--- config.mk ---
export PLATFORM = sky130hd
export DESIGN_NAME = mmio_bridge
export DESIGN_NICKNAME = d
export VERILOG_FILES = /design/src/rtl/mmio_pkg.sv /design/src/rtl/mmio_timer.sv /design/src/rtl/mmio_bridge.sv
export SDC_FILE = /design/constraint.sdc
export NUM_CORES = 1
export LEC_CHECK = 0
export BUFFER_PORTS_ARGS = -buffer_cell sky130_fd_sc_hd__buf_2
export CAP_MARGIN = 20
export CORE_ASPECT_RATIO = 0.7
export CORE_UTILIZATION = 45
export DETAILED_ROUTE_END_ITERATION = 6
export GPL_ROUTABILITY_DRIVEN = 0
export PLACE_DENSITY = 0.72
export SYNTH_ARGS = -nofsm -noshare
export SYNTH_HDL_FRONTEND = slang
export SYNTH_SLANG_ARGS = --single-unit
--- constraint.sdc ---
create_clock -name clock -period 2.7 [get_ports clock]
set_input_delay 0.54 -clock clock [delete_from_list [all_inputs] [get_ports clock]]
set_output_delay 0.54 -clock clock [all_outputs]
set_load 0.005 [all_outputs]
--- src/rtl/mmio_pkg.sv ---
`default_nettype none
// ============================================================================
// Module      : mmio_pkg
// Description : Shared constants for the MMIO bridge: register offsets within
//               the MMIO window, timer CTRL bit positions and the timer state
//               encoding.
// Revision    : 1.0 - initial release
// ============================================================================
package mmio_pkg;

    // Word offsets from the window base
    localparam logic [11:0] OFF_LED    = 12'd0;
    localparam logic [11:0] OFF_SW     = 12'd1;
    localparam logic [11:0] OFF_CYCLE  = 12'd2;
    localparam logic [11:0] OFF_TLOAD  = 12'd3;
    localparam logic [11:0] OFF_TCTRL  = 12'd4;
    localparam logic [11:0] OFF_TCOUNT = 12'd5;

    // TIMER_CTRL bit positions
    localparam int CTRL_EN   = 0;
    localparam int CTRL_AUTO = 1;
    localparam int CTRL_PEND = 2;

    // Timer state encoding
    typedef enum logic [0:0] {
        TMR_IDLE = 1'b0,
        TMR_RUN  = 1'b1
    } tmr_state_t;

endpackage
`default_nettype wire

--- src/rtl/mmio_timer.sv ---
`default_nettype none
// ============================================================================
// Module      : mmio_timer
// Description : Down-counting timer with LOAD/CTRL/COUNT registers, optional
//               auto-reload and a sticky pending bit that drives the level
//               interrupt. Only built when MMIO_TIMER_EN is defined.
// Revision    : 1.0 - initial release
// ============================================================================
`ifdef MMIO_TIMER_EN
module mmio_timer
    import mmio_pkg::*;
(
    input  logic        clk,
    input  logic        rst_n,
    input  logic        i_wr_load,
    input  logic        i_wr_ctrl,
    input  logic [31:0] i_wdata,
    input  logic [11:0] i_off,
    output logic [31:0] o_rdata,
    output logic        o_irq
);

    tmr_state_t  r_state;
    logic [31:0] r_load;
    logic [31:0] r_count;
    logic        r_en;
    logic        r_auto;
    logic        r_pend;

    logic        w_disable;
    logic        w_expire;
    logic        w_pend_clr;

    // A disabling write freezes the count, so it also suppresses an expiry
    assign w_disable  = i_wr_ctrl & ~i_wdata[CTRL_EN];
    assign w_expire   = (r_state == TMR_RUN) && (r_count <= 32'd1) && !w_disable;
    assign w_pend_clr = i_wr_ctrl & i_wdata[CTRL_PEND];

    // Timer state machine, register writes and pending flag
    always_ff @(posedge clk or negedge rst_n) begin
        if (!rst_n) begin
            r_state <= TMR_IDLE;
            r_load  <= 32'd0;
            r_count <= 32'd0;
            r_en    <= 1'b0;
            r_auto  <= 1'b0;
            r_pend  <= 1'b0;
        end else begin
            if (i_wr_load) begin
                r_load <= i_wdata;
            end
            if (i_wr_ctrl) begin
                r_auto <= i_wdata[CTRL_AUTO];
            end
            // Expiry set takes priority over a simultaneous write-1-to-clear
            r_pend <= w_expire | (r_pend & ~w_pend_clr);

            case (r_state)
                TMR_IDLE: begin
                    if (i_wr_ctrl && i_wdata[CTRL_EN]) begin
                        r_count <= r_load;
                        r_en    <= 1'b1;
                        r_state <= TMR_RUN;
                    end
                end
                TMR_RUN: begin
                    if (w_disable) begin
                        r_en    <= 1'b0;
                        r_state <= TMR_IDLE;
                    end else if (w_expire) begin
                        if (r_auto) begin
                            r_count <= r_load;
                        end else begin
                            r_count <= 32'd0;
                            r_en    <= 1'b0;
                            r_state <= TMR_IDLE;
                        end
                    end else begin
                        r_count <= r_count - 32'd1;
                    end
                end
                default: begin
                    r_state <= TMR_IDLE;
                end
            endcase
        end
    end

    // Read mux for the timer's three offsets
    always_comb begin
        o_rdata = 32'd0;
        case (i_off)
            OFF_TLOAD: o_rdata = r_load;
            OFF_TCTRL: begin
                o_rdata[CTRL_EN]   = r_en;
                o_rdata[CTRL_AUTO] = r_auto;
                o_rdata[CTRL_PEND] = r_pend;
            end
            OFF_TCOUNT: o_rdata = r_count;
            default:    o_rdata = 32'd0;
        endcase
    end

    assign o_irq = r_pend;

endmodule
`endif
`default_nettype wire

--- src/rtl/mmio_bridge.sv ---
`default_nettype none
// ============================================================================
// Module      : mmio_bridge
// Description : Splits processor data accesses between dmem and a bank of
//               peripheral registers (LED, SW, CYCLE, timer). MMIO reads are
//               registered so they match dmem's one-cycle read latency.
//               Timer is built only when MMIO_TIMER_EN is defined.
// Revision    : 1.0 - initial release
// ============================================================================
module mmio_bridge
    import mmio_pkg::*;
#(
    parameter logic [11:0] MMIO_BASE = 12'hF00,
    parameter int          LED_W     = 16,
    parameter int          SW_W      = 16
) (
    input  logic             clock,
    input  logic             reset,
    input  logic [11:0]      address_dmem,
    input  logic [31:0]      data,
    input  logic             wren,
    output logic [31:0]      q_dmem,
    output logic [11:0]      mem_address,
    output logic [31:0]      mem_data,
    output logic             mem_wren,
    input  logic [31:0]      mem_q,
    output logic [LED_W-1:0] led,
    input  logic [SW_W-1:0]  sw,
    output logic             timer_irq
);

    logic             w_hit;
    logic [11:0]      w_off;
    logic             w_wr_mmio;
    logic [31:0]      w_rdata;
    logic [31:0]      w_tmr_rdata;
    logic             w_tmr_irq;

    logic [LED_W-1:0] r_led;
    logic [SW_W-1:0]  r_sw_meta;
    logic [SW_W-1:0]  r_sw_sync;
    logic [31:0]      r_cycle;
    logic             r_hit;
    logic [31:0]      r_rdata;

    // Address decode; dmem-side signals pass straight through
    assign w_hit       = (address_dmem >= MMIO_BASE);
    assign w_off       = address_dmem - MMIO_BASE;
    assign w_wr_mmio   = wren & w_hit;
    assign mem_address = address_dmem;
    assign mem_data    = data;
    assign mem_wren    = wren & ~w_hit;

    // LED register
    always_ff @(posedge clock or negedge reset) begin
        if (!reset) begin
            r_led <= '0;
        end else if (w_wr_mmio && (w_off == OFF_LED)) begin
            r_led <= data[LED_W-1:0];
        end
    end

    // Two-flop synchronizer for the asynchronous switch inputs
    always_ff @(posedge clock or negedge reset) begin
        if (!reset) begin
            r_sw_meta <= '0;
            r_sw_sync <= '0;
        end else begin
            r_sw_meta <= sw;
            r_sw_sync <= r_sw_meta;
        end
    end

    // Free-running cycle counter; a write of any value clears it
    always_ff @(posedge clock or negedge reset) begin
        if (!reset) begin
            r_cycle <= 32'd0;
        end else if (w_wr_mmio && (w_off == OFF_CYCLE)) begin
            r_cycle <= 32'd0;
        end else begin
            r_cycle <= r_cycle + 32'd1;
        end
    end

`ifdef MMIO_TIMER_EN
    mmio_timer u_timer (
        .clk       (clock),
        .rst_n     (reset),
        .i_wr_load (w_wr_mmio && (w_off == OFF_TLOAD)),
        .i_wr_ctrl (w_wr_mmio && (w_off == OFF_TCTRL)),
        .i_wdata   (data),
        .i_off     (w_off),
        .o_rdata   (w_tmr_rdata),
        .o_irq     (w_tmr_irq)
    );
`else
    logic w_unused_tmr;
    assign w_tmr_rdata  = 32'd0;
    assign w_tmr_irq    = 1'b0;
    assign w_unused_tmr = ^data;
`endif

    // MMIO read mux, sampled with the address at the access edge
    always_comb begin
        w_rdata = 32'd0;
        if (w_hit) begin
            case (w_off)
                OFF_LED:    w_rdata = 32'(r_led);
                OFF_SW:     w_rdata = 32'(r_sw_sync);
                OFF_CYCLE:  w_rdata = r_cycle;
                OFF_TLOAD,
                OFF_TCTRL,
                OFF_TCOUNT: w_rdata = w_tmr_rdata;
                default:    w_rdata = 32'd0;
            endcase
        end
    end

    // Read pipeline stage matching dmem's synchronous latency
    always_ff @(posedge clock or negedge reset) begin
        if (!reset) begin
            r_hit   <= 1'b0;
            r_rdata <= 32'd0;
        end else begin
            r_hit   <= w_hit;
            r_rdata <= w_rdata;
        end
    end

    assign q_dmem    = r_hit ? r_rdata : mem_q;
    assign led       = r_led;
    assign timer_irq = w_tmr_irq;

endmodule
`default_nettype wire

# Word level (Yosys, flattened, before mapping)
# Cells that the tools add are included.
dict set report word_totals {
  latchBits 0
  register_bits 113
  n_memories 0
  out_inout_bits 94
  ramBits 0
  input_bits 95
  rom_bits 0
}
dict set report op_classes {
  n_div 0
  n_bitwise 3
  n_mux 4
  n_addsub 2
  n_reduce_logical 3
  n_mul 0
  eq_ne 2
  magnitude_cmp 1
  shifts 0
}
# cell count
set op_table {}
lappend op_table {{$mux 32} 3}
lappend op_table {{$pmux 32 s3} 1}
lappend op_table {{$add 32x1->32 const B} 1}
lappend op_table {{$eq 12x1->1 const B} 1}
lappend op_table {{$eq 12x2->1 const B} 1}
lappend op_table {{$ge 12x12->1 const B} 1}
lappend op_table {{$logic_not 12->1} 1}
lappend op_table {{$sub 12x12->12 const B} 1}
lappend op_table {{$and 1x1->1} 2}
lappend op_table {{$logic_and 1x1->1} 2}
lappend op_table {{$not 1->1} 1}

# Logic depth before layout (Yosys ltp)
dict set report logic_depth {
  ltp_word 4
  depth_mapped 7
  mapped_depth_nobuf 5
}

# Worst setup path after synthesis
# No wires, ideal clock.
dict set report synth_path {
  path_kind {input to register}
  from {input port address_dmem[5]}
  to {register r_led[10], in the netlist led[10]}
  setup_slack_ps 190
  stages 6
  required_ps 2575
  path_buffers 2
  arrival_ps 2385
  setup_ps 125
  cell_sequence {or4_4 or4_4 or3_1 buf_6 buf_8 mux2_4}
}
dict set report synth_between {
  elab_chain_len 3
}
# element line_no
set synth_rtl {}
lappend synth_rtl {{start: declaration} mmio_bridge.sv:19} ;# input logic [11:0] address_dmem,
lappend synth_rtl {{$sub 12x12->12 or $ge 12x12->1 (tied branches)} {mmio_bridge.sv:48, mmio_bridge.sv:47}}
lappend synth_rtl {{$logic_not 12->1 or $and 1x1->1 (tied branches)} {mmio_bridge.sv:58, mmio_bridge.sv:49}}
lappend synth_rtl {{$logic_and 1x1->1 *} mmio_bridge.sv:58} ;# end else if (w_wr_mmio && (w_off == OFF_LED)) begin
lappend synth_rtl {{end signal: assignment} mmio_bridge.sv:59} ;# r_led <= data[LED_W-1:0];
lappend synth_rtl {{end: declaration} mmio_bridge.sv:39} ;# logic [LED_W-1:0] r_led;
# Every way passes the cells marked *; elsewhere a longest branch is shown, timed or not.
# A chain may end at the register's enable or synchronous reset.

# Final worst setup path
dict set report layout_path {
  from {input port address_dmem[5]}
  to {register r_led[7], in the netlist led[7]}
}
# The elaborated chain is that of the path after synthesis.

==> results.rst <==
.. list-table::
   :header-rows: 1

   * - Metric
     - Value
   * - Result of the run
     - complete, no violations
   * - Largest driver fanout on the critical path
     - 16
   * - Number of vias per cell
     - 5.017
   * - Worst Hold Class
     - in -> async
   * - Diodes inserted
     - 0
   * - Post-DRT Antenna Nets
     - 0
   * - Clock tree from TritonCTS
     - yes
   * - Buffers plus inverters on the worst setup path
     - 2
   * - Synth top cells by count
     - sky130_fd_sc_hd__dfrtp_1 (113), sky130_fd_sc_hd__buf_4 (45), sky130_fd_sc_hd__mux2_2 (38)
   * - YS warnings
     - 0
   * - Pin count of the biggest net entering global routing
     - 52
   * - Delay of the slowest critical-path stage
     - around 530 ps
   * - Number of violations of the max-capacitance limit
     - 0
   * - Share of post-route cells with drive strength above 1
     - 0.4634
   * - Ports placed on the boundary
     - 189
   * - Highest ir drop seen on vdd
     - 422.2 uV
   * - Post-synthesis instance total
     - 413
   * - Classification of the worst setup path
     - in -> reg
   * - Maximum root-to-sink buffer count
     - 2
   * - Buffers added on ports
     - ~160
   * - Family with the most delay on the worst path
     - simple AND/OR/NAND/NOR gates
   * - Number of nets in the final layout
     - between 600 and 700
   * - Crit-path most repeated cell
     - sky130_fd_sc_hd__or4_4
   * - Cell chain of the critical path
     - buf_2 -> or4_4 -> or4_4 -> or3_1 -> buf_12 -> mux2_4
   * - Number of global-route vias before repair
     - 3346
   * - Synth async-reset ratio
     - 1.000
   * - Footprint of the flip-flops and latches
     - 2828 sq um
   * - Library cell used as clock root buffer
     - sky130_fd_sc_hd__clkbuf_16
   * - Post-route clock period utilization
     - 0.8085
   * - Footprint of the multi-input gates
     - 1762 sq um
   * - Number of synthesized flops with an enable pin
     - 0
   * - Fmax achieved
     - approximately 460 MHz
   * - Top cells by area, synth
     - sky130_fd_sc_hd__dfrtp_1 (56%), sky130_fd_sc_hd__mux2_2 (8.5%), sky130_fd_sc_hd__buf_4 (6.7%)
   * - Number of synthesized register bits
     - between 100 and 150
   * - Buffer count from post-CTS setup fixing
     - 0
   * - Cts hold-fix bufs
     - 0
   * - CTS resizes
     - 0
   * - Number of cells on the worst reg-to-reg path
     - 4
   * - Die Area
     - 11660 sq um
   * - Post-route worst hold slack
     - 166.7 ps
   * - Starting utilization of the core area
     - 0.4752
   * - Final critical path time including I/O delays and setup
     - about 2200 ps
   * - Detail Placement HPWL
     - approximately 7200 microns
   * - Max-slew violation count
     - 0
   * - Clock-pin slew of the registers on the worst-case setup and hold paths
     - around 50 ps
   * - Library cell contributing the largest single delay on the critical path
     - sky130_fd_sc_hd__or4_4
   * - Power density normalized to cell area
     - between 700 and 800 nW/um^2
   * - Detailed-route via count
     - ~3500
   * - Clock Sinks
     - ~110
   * - Clock insertion delay at the later pin of the skew report
     - roughly 400 ps
   * - Sum of negative setup slack
     - 0 ps
   * - Area added between synthesis and finish
     - 26.34%
   * - Routed wire per std cell
     - 14.61 microns
   * - Post-synth top flop
     - sky130_fd_sc_hd__dfrtp_1
   * - CTS H-Tree Depth
     - 4
   * - Placement Rows
     - 31
   * - Clock tree skew after final layout
     - about 5.2 ps
   * - Clock buffer count from CTS
     - 17
   * - Post-Syn Area per Cell
     - around 12 sq um
   * - Die Width
     - around 130 microns
   * - Total wire length
     - ~10000 microns
   * - Number of distinct library cells after synthesis
     - 31
   * - Leakage power total
     - 3.138 nW
   * - Initial antenna violation count
     - 0
   * - Syn Std Cell Area
     - 5050 sq um
   * - Startpoint types
     - input pin
   * - Filler cell count
     - 896
   * - Final number of hold-violating endpoints
     - 0
   * - Critical Path Stages
     - 6
   * - Most instantiated library cell after synthesis
     - sky130_fd_sc_hd__dfrtp_1
   * - Critical path endpoint category
     - flop
   * - Length of the first detailed-routing pass in iterations
     - 4
   * - CP Data Arrival Time
     - between 2000 and 2500 ps
   * - Remaining Overflow, GRT
     - 0
   * - Share of the yosys chip area belonging to registers
     - 0.5600
   * - Global-route wire length before repair
     - 16330 microns
   * - Violation count after the first detailed-route iteration
     - approximately 110
   * - Fraction of synthesized cell area taken by the top area cell type
     - 0.5600
   * - Area inside the core boundary
     - 10630 sq um
   * - Height of the chip
     - approximately 91 microns
   * - Setup repair after global routing missed its margin
     - false
   * - Number of failing setup endpoints in the final timing report
     - 0
   * - Leading area contributor after synthesis
     - sky130_fd_sc_hd__dfrtp_1
   * - Pin slew with the least headroom to its limit
     - about 660 ps
   * - Remaining design rule violation count
     - 0
   * - Net count after synthesis
     - 509
   * - Remaining max-slew budget at the tightest pin
     - 0.5590
   * - Power Total
     - between 0.004 and 0.005 W
   * - Global-route usage over all layers
     - 0.1872
   * - Required time at the worst-slack endpoint
     - slightly below 3000 ps
## logic make-up after synthesis
| kind of cell | after synthesis | share of synthesized area |
|---|---|---|
| mux | 64 | 0.1462 |
| simple gates | 96 | 0.1098 |
| compound gates | 52 | 0.06789 |
| xor+xnor | 12 | 0.02081 |
| flops | 113 | 0.5600 |
| other cells | 1 | 0.0007426 |
| buf+inv | 74 | 0.09217 |
| fa+ha+maj | 1 | 0.002477 |
## through the flow
step | area, sq um | cells | setup slack, ps | util
final | 6380 | 694 | 517.0 | 0.6003
after global routing | 6380 | 694 | 411.4 | 0.6003
after floorplan | 5050 | 413 | 190.3 | -
after detailed placement | 5714 | 662 | 112.5 | 0.5377
after global placement | 5714 | 662 | 128.7 | 0.5377
after CTS | 6380 | 694 | 532.9 | 0.6003
## metal layers
metal	GRT usage	vias to the layer above	wire, microns
li1	-	1658	-
met1	0.2422	1675	4654
met2	0.2928	136	4714
met3	0.05865	13	629
met4	0.07353	0	139
met5	0	-	0
## sequential cells by signal (all words and copies together) (netlist names)
| register | flops |
|---|---|
| r_sw_meta | 16 |
| r_sw_sync | 16 |
| led | 16 |
| r_hit | 1 |
| r_cycle | 32 |
| r_rdata | 32 |
## cell type report
| type | count | area share |
|---|---|---|
| tap | 148 | 0.02903 |
| clock inverter | 15 | 0.03765 |
| clock buffer | 17 | 0.06668 |
| timing repair buffer | 168 | 0.1432 |
| inverter | 7 | 0.004118 |
| multi-input combinational | 226 | 0.2761 |
| sequential | 113 | 0.4432 |
## worst paths after layout
kind,start,endpoint,slack (ps)
setup / recovery,address_dmem[5],led[7],520
hold / removal,reset,r_rdata[22],170
setup reg to reg,r_cycle[15],r_cycle[31],550
hold reg to reg,r_sw_meta[5],r_sw_sync[5],340
max in group asynchronous,reset,r_cycle[16],1840
min in group clock,sw[3],r_sw_meta[3],240
## cells in the final DEF, fill, tap and decap left out, drive strengths merged
master      n
a21oi      18
and2       14
and3        4
and4        4
buf       168
bufinv      6
clkbuf     17
clkinv      6
clkinvlp    3
conb        1
dfrtp     113
ha          1
inv         7
mux2       48
mux2i      16
nand2       7
nand3      10
nand4       9
nor2       17
nor2b       1
nor3        5
o21ai       9
o2bb2ai    16
o31ai       9
or2         2
or3        11
or4        12
xnor2       6
xor2        6
## worst register-to-register path, delay by kind of cell (launching register included)
family,cells,cell delay (ps)
and+or+nand+nor,3,1490
DFF,1,440
AOI/OAI and AO/OA,1,150
## where the power goes
group	switching, W	total (W)	internal, W
clock network	0.000756	0.00248	0.00172
registers	0.0000772	0.00184	0.00177
logic	0.000132	0.000285	0.000153
No activity file was read; power rests on OpenSTA's default activity.
